**src/rtl/riscv_seq_pkg.sv**
```systemverilog
// Shared types and constants for the RV32I test sequencer.
package riscv_seq_pkg;

  typedef enum logic [2:0] {
    IDLE,
    RUN,
    DRAIN,
    CHECK_REQ,
    CMP,
    DONE
  } seq_state_t;

  localparam logic CFG_PROG  = 1'b0;
  localparam logic CFG_CHECK = 1'b1;

  localparam int REG_ADDR_W = 5;

endpackage

```
**src/rtl/riscv_seq_check_table.sv**
```systemverilog
// Expected-register table: one write port, one combinational read port.
module riscv_seq_check_table
  import riscv_seq_pkg::*;
#(
  parameter  int XLEN       = 32,
  parameter  int NUM_CHECKS = 8,
  localparam int CK_W       = $clog2(NUM_CHECKS)
) (
  input  logic                  clk,
  input  logic                  rst_n,
  input  logic                  wr_en,
  input  logic [CK_W-1:0]       wr_idx,
  input  logic [REG_ADDR_W-1:0] wr_reg,
  input  logic [XLEN-1:0]       wr_data,
  input  logic [CK_W-1:0]       rd_idx,
  output logic                  rd_valid,
  output logic [REG_ADDR_W-1:0] rd_reg,
  output logic [XLEN-1:0]       rd_data
);

  logic [NUM_CHECKS-1:0] valid_q;
  logic [REG_ADDR_W-1:0] reg_q [NUM_CHECKS];
  logic [XLEN-1:0]       exp_q [NUM_CHECKS];

  always_ff @(posedge clk or negedge rst_n) begin
    if (!rst_n) begin
      valid_q <= '0;
      for (int i = 0; i < NUM_CHECKS; i++) begin
        reg_q[i] <= '0;
        exp_q[i] <= '0;
      end
    end else if (wr_en) begin
      valid_q[wr_idx] <= 1'b1;
      reg_q[wr_idx]   <= wr_reg;
      exp_q[wr_idx]   <= wr_data;
    end
  end

  assign rd_valid = valid_q[rd_idx];
  assign rd_reg   = reg_q[rd_idx];
  assign rd_data  = exp_q[rd_idx];

endmodule

```
**src/rtl/riscv_test_sequencer.sv**
```systemverilog
// Run controller for the RV32I core: loads imem, runs to HALT or timeout, checks registers.
// state     | meaning
// IDLE      | accepting config, core held in reset
// RUN       | core released, cycle counter running
// DRAIN     | core halted, waiting for write-backs to retire
// CHECK_REQ | scanning slots, issuing dbg_raddr for the next valid one
// CMP       | comparing dbg_rdata against the slot's expected value
// DONE      | results latched, core held in reset, accepting config
module riscv_test_sequencer
  import riscv_seq_pkg::*;
#(
  parameter  int XLEN           = 32,
  parameter  int IMEM_DEPTH     = 64,
  parameter  int NUM_CHECKS     = 8,
  parameter  int TIMEOUT_CYCLES = 280,
  parameter  int DRAIN_CYCLES   = 4,
  localparam int ADDR_W         = $clog2(IMEM_DEPTH),
  localparam int CK_W           = $clog2(NUM_CHECKS)
) (
  input  logic                  clk,
  input  logic                  rst_n,
  input  logic                  cfg_valid,
  output logic                  cfg_ready,
  input  logic                  cfg_sel,
  input  logic [ADDR_W-1:0]     cfg_addr,
  input  logic [REG_ADDR_W-1:0] cfg_reg,
  input  logic [XLEN-1:0]       cfg_data,
  input  logic                  start,
  output logic                  imem_we,
  output logic [ADDR_W-1:0]     imem_addr,
  output logic [XLEN-1:0]       imem_wdata,
  output logic                  core_rst_n,
  input  logic                  core_halted,
  output logic [REG_ADDR_W-1:0] dbg_raddr,
  input  logic [XLEN-1:0]       dbg_rdata,
  output logic                  busy,
  output logic                  done,
  output logic                  pass,
  output logic                  timeout,
  output logic [CK_W:0]         fail_cnt,
  output logic [CK_W-1:0]       first_fail
);

  localparam int CNT_W = $clog2(TIMEOUT_CYCLES + 1);
  localparam int DR_W  = $clog2(DRAIN_CYCLES + 1);

  localparam logic [CNT_W-1:0] CNT_LAST = CNT_W'(TIMEOUT_CYCLES - 1);
  localparam logic [DR_W-1:0]  DR_LOAD  = DR_W'(DRAIN_CYCLES - 1);
  localparam logic [CK_W-1:0]  IDX_LAST = CK_W'(NUM_CHECKS - 1);

  seq_state_t            state;
  logic [CNT_W-1:0]      run_cnt;
  logic [DR_W-1:0]       drain_cnt;
  logic [CK_W-1:0]       idx;
  logic                  cfg_acc;
  logic                  prog_wr;
  logic                  tbl_we;
  logic                  slot_valid;
  logic [REG_ADDR_W-1:0] slot_reg;
  logic [XLEN-1:0]       slot_exp;
  logic                  mismatch;
  logic [CK_W:0]         fail_cnt_nxt;

  assign cfg_ready    = (state == IDLE) || (state == DONE);
  assign cfg_acc      = cfg_valid & cfg_ready;
  assign prog_wr      = cfg_acc & (cfg_sel == CFG_PROG);
  assign tbl_we       = cfg_acc & (cfg_sel == CFG_CHECK);
  assign mismatch     = (dbg_rdata != slot_exp);
  assign fail_cnt_nxt = fail_cnt + {{CK_W{1'b0}}, mismatch};

  riscv_seq_check_table #(
    .XLEN       (XLEN),
    .NUM_CHECKS (NUM_CHECKS)
  ) u_check_table (
    .clk      (clk),
    .rst_n    (rst_n),
    .wr_en    (tbl_we),
    .wr_idx   (cfg_addr[CK_W-1:0]),
    .wr_reg   (cfg_reg),
    .wr_data  (cfg_data),
    .rd_idx   (idx),
    .rd_valid (slot_valid),
    .rd_reg   (slot_reg),
    .rd_data  (slot_exp)
  );

  always_ff @(posedge clk or negedge rst_n) begin
    if (!rst_n) begin
      state      <= IDLE;
      run_cnt    <= '0;
      drain_cnt  <= '0;
      idx        <= '0;
      imem_we    <= 1'b0;
      imem_addr  <= '0;
      imem_wdata <= '0;
      core_rst_n <= 1'b0;
      dbg_raddr  <= '0;
      busy       <= 1'b0;
      done       <= 1'b0;
      pass       <= 1'b0;
      timeout    <= 1'b0;
      fail_cnt   <= '0;
      first_fail <= '0;
    end else begin
      imem_we <= prog_wr;
      if (prog_wr) begin
        imem_addr  <= cfg_addr;
        imem_wdata <= cfg_data;
      end

      case (state)
        IDLE, DONE: begin
          // A config write in the same cycle takes priority over start.
          if (start && !cfg_valid) begin
            state      <= RUN;
            run_cnt    <= '0;
            idx        <= '0;
            timeout    <= 1'b0;
            fail_cnt   <= '0;
            first_fail <= '0;
            pass       <= 1'b0;
            done       <= 1'b0;
            busy       <= 1'b1;
            core_rst_n <= 1'b1;
          end
        end

        RUN: begin
          run_cnt <= run_cnt + 1'b1;
          if (core_halted) begin
            state     <= DRAIN;
            drain_cnt <= DR_LOAD;
          end else if (run_cnt == CNT_LAST) begin
            timeout <= 1'b1;
            idx     <= '0;
            state   <= CHECK_REQ;
          end
        end

        DRAIN: begin
          if (drain_cnt == '0) begin
            idx   <= '0;
            state <= CHECK_REQ;
          end else begin
            drain_cnt <= drain_cnt - 1'b1;
          end
        end

        CHECK_REQ: begin
          if (slot_valid) begin
            dbg_raddr <= slot_reg;
            state     <= CMP;
          end else if (idx == IDX_LAST) begin
            state      <= DONE;
            done       <= 1'b1;
            busy       <= 1'b0;
            core_rst_n <= 1'b0;
            pass       <= (fail_cnt == '0) && !timeout;
          end else begin
            idx <= idx + 1'b1;
          end
        end

        CMP: begin
          fail_cnt <= fail_cnt_nxt;
          if (mismatch && (fail_cnt == '0)) begin
            first_fail <= idx;
          end
          if (idx == IDX_LAST) begin
            state      <= DONE;
            done       <= 1'b1;
            busy       <= 1'b0;
            core_rst_n <= 1'b0;
            pass       <= (fail_cnt_nxt == '0) && !timeout;
          end else begin
            idx   <= idx + 1'b1;
            state <= CHECK_REQ;
          end
        end

        default: state <= IDLE;
      endcase
    end
  end

endmodule

```
**config.mk**
```make
export PLATFORM = sky130hd
export DESIGN_NAME = riscv_test_sequencer
export DESIGN_NICKNAME = d
export VERILOG_FILES = /design/src/rtl/riscv_seq_pkg.sv /design/src/rtl/riscv_seq_check_table.sv /design/src/rtl/riscv_test_sequencer.sv
export SDC_FILE = /design/constraint.sdc
export NUM_CORES = 1
export LEC_CHECK = 0
export BUFFER_PORTS_ARGS = -buffer_cell sky130_fd_sc_hd__clkbuf_2
export CORE_UTILIZATION = 40
export DETAILED_ROUTE_END_ITERATION = 6
export HOLD_SLACK_MARGIN = 0.03
export MAX_ROUTING_LAYER = met4
export PLACE_DENSITY = 0.56
export SLEW_MARGIN = 0
export SYNTH_ARGS = -nofsm -noshare
export SYNTH_HDL_FRONTEND = slang
export SYNTH_SLANG_ARGS = --single-unit
```
**constraint.sdc**
```tcl
create_clock -name clk -period 2.9 [get_ports clk]
set_input_delay 0.145 -clock clk [delete_from_list [all_inputs] [get_ports clk]]
set_output_delay 0.145 -clock clk [all_outputs]
set_load 0.02 [all_outputs]
```
==> qor.csv <==
metric,value,unit
status,finished with violations,
failing checks,setup timing,
Site Rows,75,
"FFs w/ async S/R, synth",100.0,%
Critical Path RT,3380,ps
Setup Total Neg Slack,-2499,ps
Net Switching,6.801,mW
GRT overflow,0,
Register Area,9439,sq um
area of the multi-input gates,7327,sq um
Post-route DRC,0,
Switching Share,30.53,%
core area,42040,sq um
CP startpoint kind,flop,
Layout Area Growth over Synthesis,24.10,%
Worst-Skew Late Latency,550,ps
Setup CP Type,reg2reg,
min cycle time layout,3489,ps
GP Congestion,0.8006,
die width,208.5,um
initial antenna violation count,0,
synth unique cells,51,
setup violators final,8,
largest net degree at the start of global routing,98,
PnR Total Power,22.28,mW
CTS tree,done,
"Critical Path, Cell by Cell","buf_6, buf_12, mux4_2, mux2i_1, xor2_1, nand2_2, nor4_4, and4_4, nand3_4, ha_4, ha_4, xor2_1, nor4_2, a31oi_1, a21oi_1",
final worst slack,-589.0,ps
die area,43480,sq um
Iter 0 DRT Violations,436,
Sequential Power Share,40.3,%
Critical Path End,pass,
die height,208.5,um
clock sink total,377,
Int Pwr,15.48,mW
worst min path class,in2reg,
vias in the first global route,11140,
max-slew violations,0,
share of cells above drive strength 1,49.79,%
number of synthesized register bits,377,
final core utilization,50.36,%
# IOs,138,
number of I/O port buffers,137,
H-tree levels,2,
hold slack,85.27,ps
R2R Path Start,idx[0],
ANT cells,0,
synthesis warning total,0,
worst vdd rail ir drop,0.4716,mV
final hold viol count,0,
Total Routed Length,42.65,mm
gr usage total,20.98,%
R2R depth,15,
cts bufs inserted,44,
CP max FO,10,
Least-Margin Pin Slew,800.8,ps
Syn Std Cell Area,17060,sq um
DR WL/cell,21.62,um
Detail Placement HPWL,26.69,mm
Mapped Cells,1154,
Clock Path Buffers,3,
Slew HR,46.61,%
CP arrival,3970,ps
endpoint type of the worst setup path,flop,
Comb power frac,33.9,%
"Primary FF master, synth",dfrtp_1,
post-route cell area,21170,sq um
Reg-to-Reg End,pass,
CP Launch Point,idx[0],
syn_nets,1242,
RSZ-0062 raised after global routing,yes,
Via Count,10550,
Tcrit/Tclk final,120.3,%
Clock power frac,25.8,%
Worst path max stage delay,500,ps
register area share after synthesis,55.29,%
Max Clk Rate,0.2866,GHz
first drt pass iteration count,5,
slowest CP cell,mux4_2,
R2R setup slack,-590,ps
clock slew at reported path FFs,60,ps
placed cell areas,18990,sq um
# fillers,3632,
root buffer cell,clkbuf_16,
Post-synth EDFFs,0,
syn_area_per_cell,14.78,sq um
nets@finish,1490,
vias per cell,5.346,
Routed Antenna Nets,0,
Initial Util,40.58,%
max-cap violation count,0,
Layout Skew,9.776,ps
Leakage,10.07,nW
total power per unit cell area,1052,nW/um^2
first-pass GRT wire length,67.52,mm
through the flow:
step / std cells / setup WS [ps]
final: 1973 / -589.0
after global routing: 1973 / -819.2
after CTS: 1970 / -616.6
after detailed placement: 1838 / -991.0
after global placement: 1838 / -1062
after floorplan: 1154 / -64.86
flip-flops by register name, indices dropped and copies added, names as in the netlist:
register               cells
u_check_table.reg_q       40
u_check_table.exp_q      256
idx                        3
timeout                    1
drain_cnt                  3
imem_addr                  6
busy                       1
pass                       1
imem_we                    1
u_check_table.valid_q      8
imem_wdata                32
first_fail                 3
fail_cnt                   4
run_cnt                    9
state                      3
dbg_raddr                  5
done                       1
power by group through the flow:
stage	sequential, mW	combinational [mW]	clock, mW
floorplan	9.09	4.95	0
global placement	9.02	7.22	0
detailed placement	9.07	7.36	0
CTS	8.98	7.61	5.90
global route	9.30	8.23	6.10
finish	8.98	7.55	5.74
critical path, delay by kind of cell, from the launching register on:
kind | cells | cell delay, ps
xor+xnor | 2 | 360
mux | 2 | 680
fa+ha+maj | 2 | 340
simple gates | 5 | 950
buf+inv | 2 | 310
flops | 1 | 490
compound gates | 2 | 270
area by class of cell:
class	count	area share, %
Sequential cell	377	44.58
Multi-Input combinational cell	699	34.61
Clock inverter	17	1.034
Inverter	10	0.1832
Clock buffer	61	6.122
Timing Repair Buffer	270	10.29
Tap cell	539	3.185
synth_stat cells, types with 4 or more instances:
master / count / area (sq um)
or2_2: 4 / 25.02
nand3_1: 19 / 95.09
mux2_2: 335 / 3772
mux4_2: 52 / 1171
a31oi_1: 9 / 56.30
clkbuf_1: 26 / 97.59
nand4_1: 5 / 31.28
a22oi_1: 17 / 127.6
buf_2: 16 / 80.08
nor2_1: 19 / 71.32
buf_4: 4 / 30.03
nor3_1: 5 / 25.02
xor2_1: 21 / 183.9
mux4_1: 4 / 105.1
buf_6: 4 / 45.04
nand2_1: 47 / 176.4
inv_1: 9 / 33.78
o21ai_0: 23 / 115.1
mux2i_1: 64 / 640.6
a21oi_1: 6 / 30.03
ha_1: 7 / 87.58
dfrtp_1: 377 / 9434
nand2b_1: 5 / 31.28
buf_1: 13 / 48.80
nor4_1: 5 / 31.28
xnor2_1: 16 / 140.1
logic make-up (layout without fill, tap and decap cells):
group                    after synthesis  after routing  share of synthesized area (%)
multiplexers                         455            455                          33.35
buffers and inverters                 78            358                          2.493
XOR/XNOR                              37             37                          1.899
adder cells (fa/ha/maj)                7              7                         0.5133
AO/OA/AOI/OAI                         71             71                          2.706
flip-flops                           377            377                          55.29
AND/OR/NAND/NOR                      129            129                          3.747
layout by cell type, fill, tap and decap left out, drive strengths merged, types with 3 or more instances in the layout:
| cell | instances |
|---|---|
| dfrtp | 377 |
| mux2 | 335 |
| clkbuf | 198 |
| buf | 89 |
| mux2i | 64 |
| mux4 | 56 |
| nand2 | 47 |
| dlygate4sd3 | 44 |
| o21ai | 25 |
| xor2 | 21 |
| nor2 | 19 |
| nand3 | 19 |
| a22oi | 17 |
| xnor2 | 16 |
| clkinv | 11 |
| inv | 9 |
| a31oi | 9 |
| ha | 7 |
| a21oi | 6 |
| nor4 | 6 |
| nand4 | 5 |
| nand2b | 5 |
| bufinv | 5 |
| nor3 | 5 |
| or2 | 4 |
| and2 | 3 |
| nor2b | 3 |
| a211oi | 3 |
| a221oi | 3 |
layer usage:
| layer | vias up | global-route usage [%] | wire length [um] |
|---|---|---|---|
| met5 | - | - | 0 |
| li1 | 4755 | - | - |
| met3 | 67 | 2.808 | 1446 |
| met1 | 5532 | 28.32 | 19630 |
| met2 | 194 | 33.28 | 20640 |
| met4 | 0 | 5.773 | 927 |
how the worst min path moves through the flow:
stage / from / endpoint / slack, ps / depth (start not counted)
after floorplan: rst_n / busy / -150 / 0
after global placement: rst_n / dbg_raddr[2] / 260 / 1
after detailed placement: rst_n / dbg_raddr[2] / 260 / 1
after CTS: start / state[1] / 40 / 5
after global routing: cfg_sel / imem_we / 100 / 3
final: start / state[1] / 90 / 5
repair_timing:
action	CTS	global route
gates cloned	0	1
setup endpoints to repair	8	8
hold endpoints to repair	420	0
pin swaps	8	4
setup buffers	10	2
gates resized for setup	14	6
hold buffers	44	0
Power figures use the tool's default switching activity.
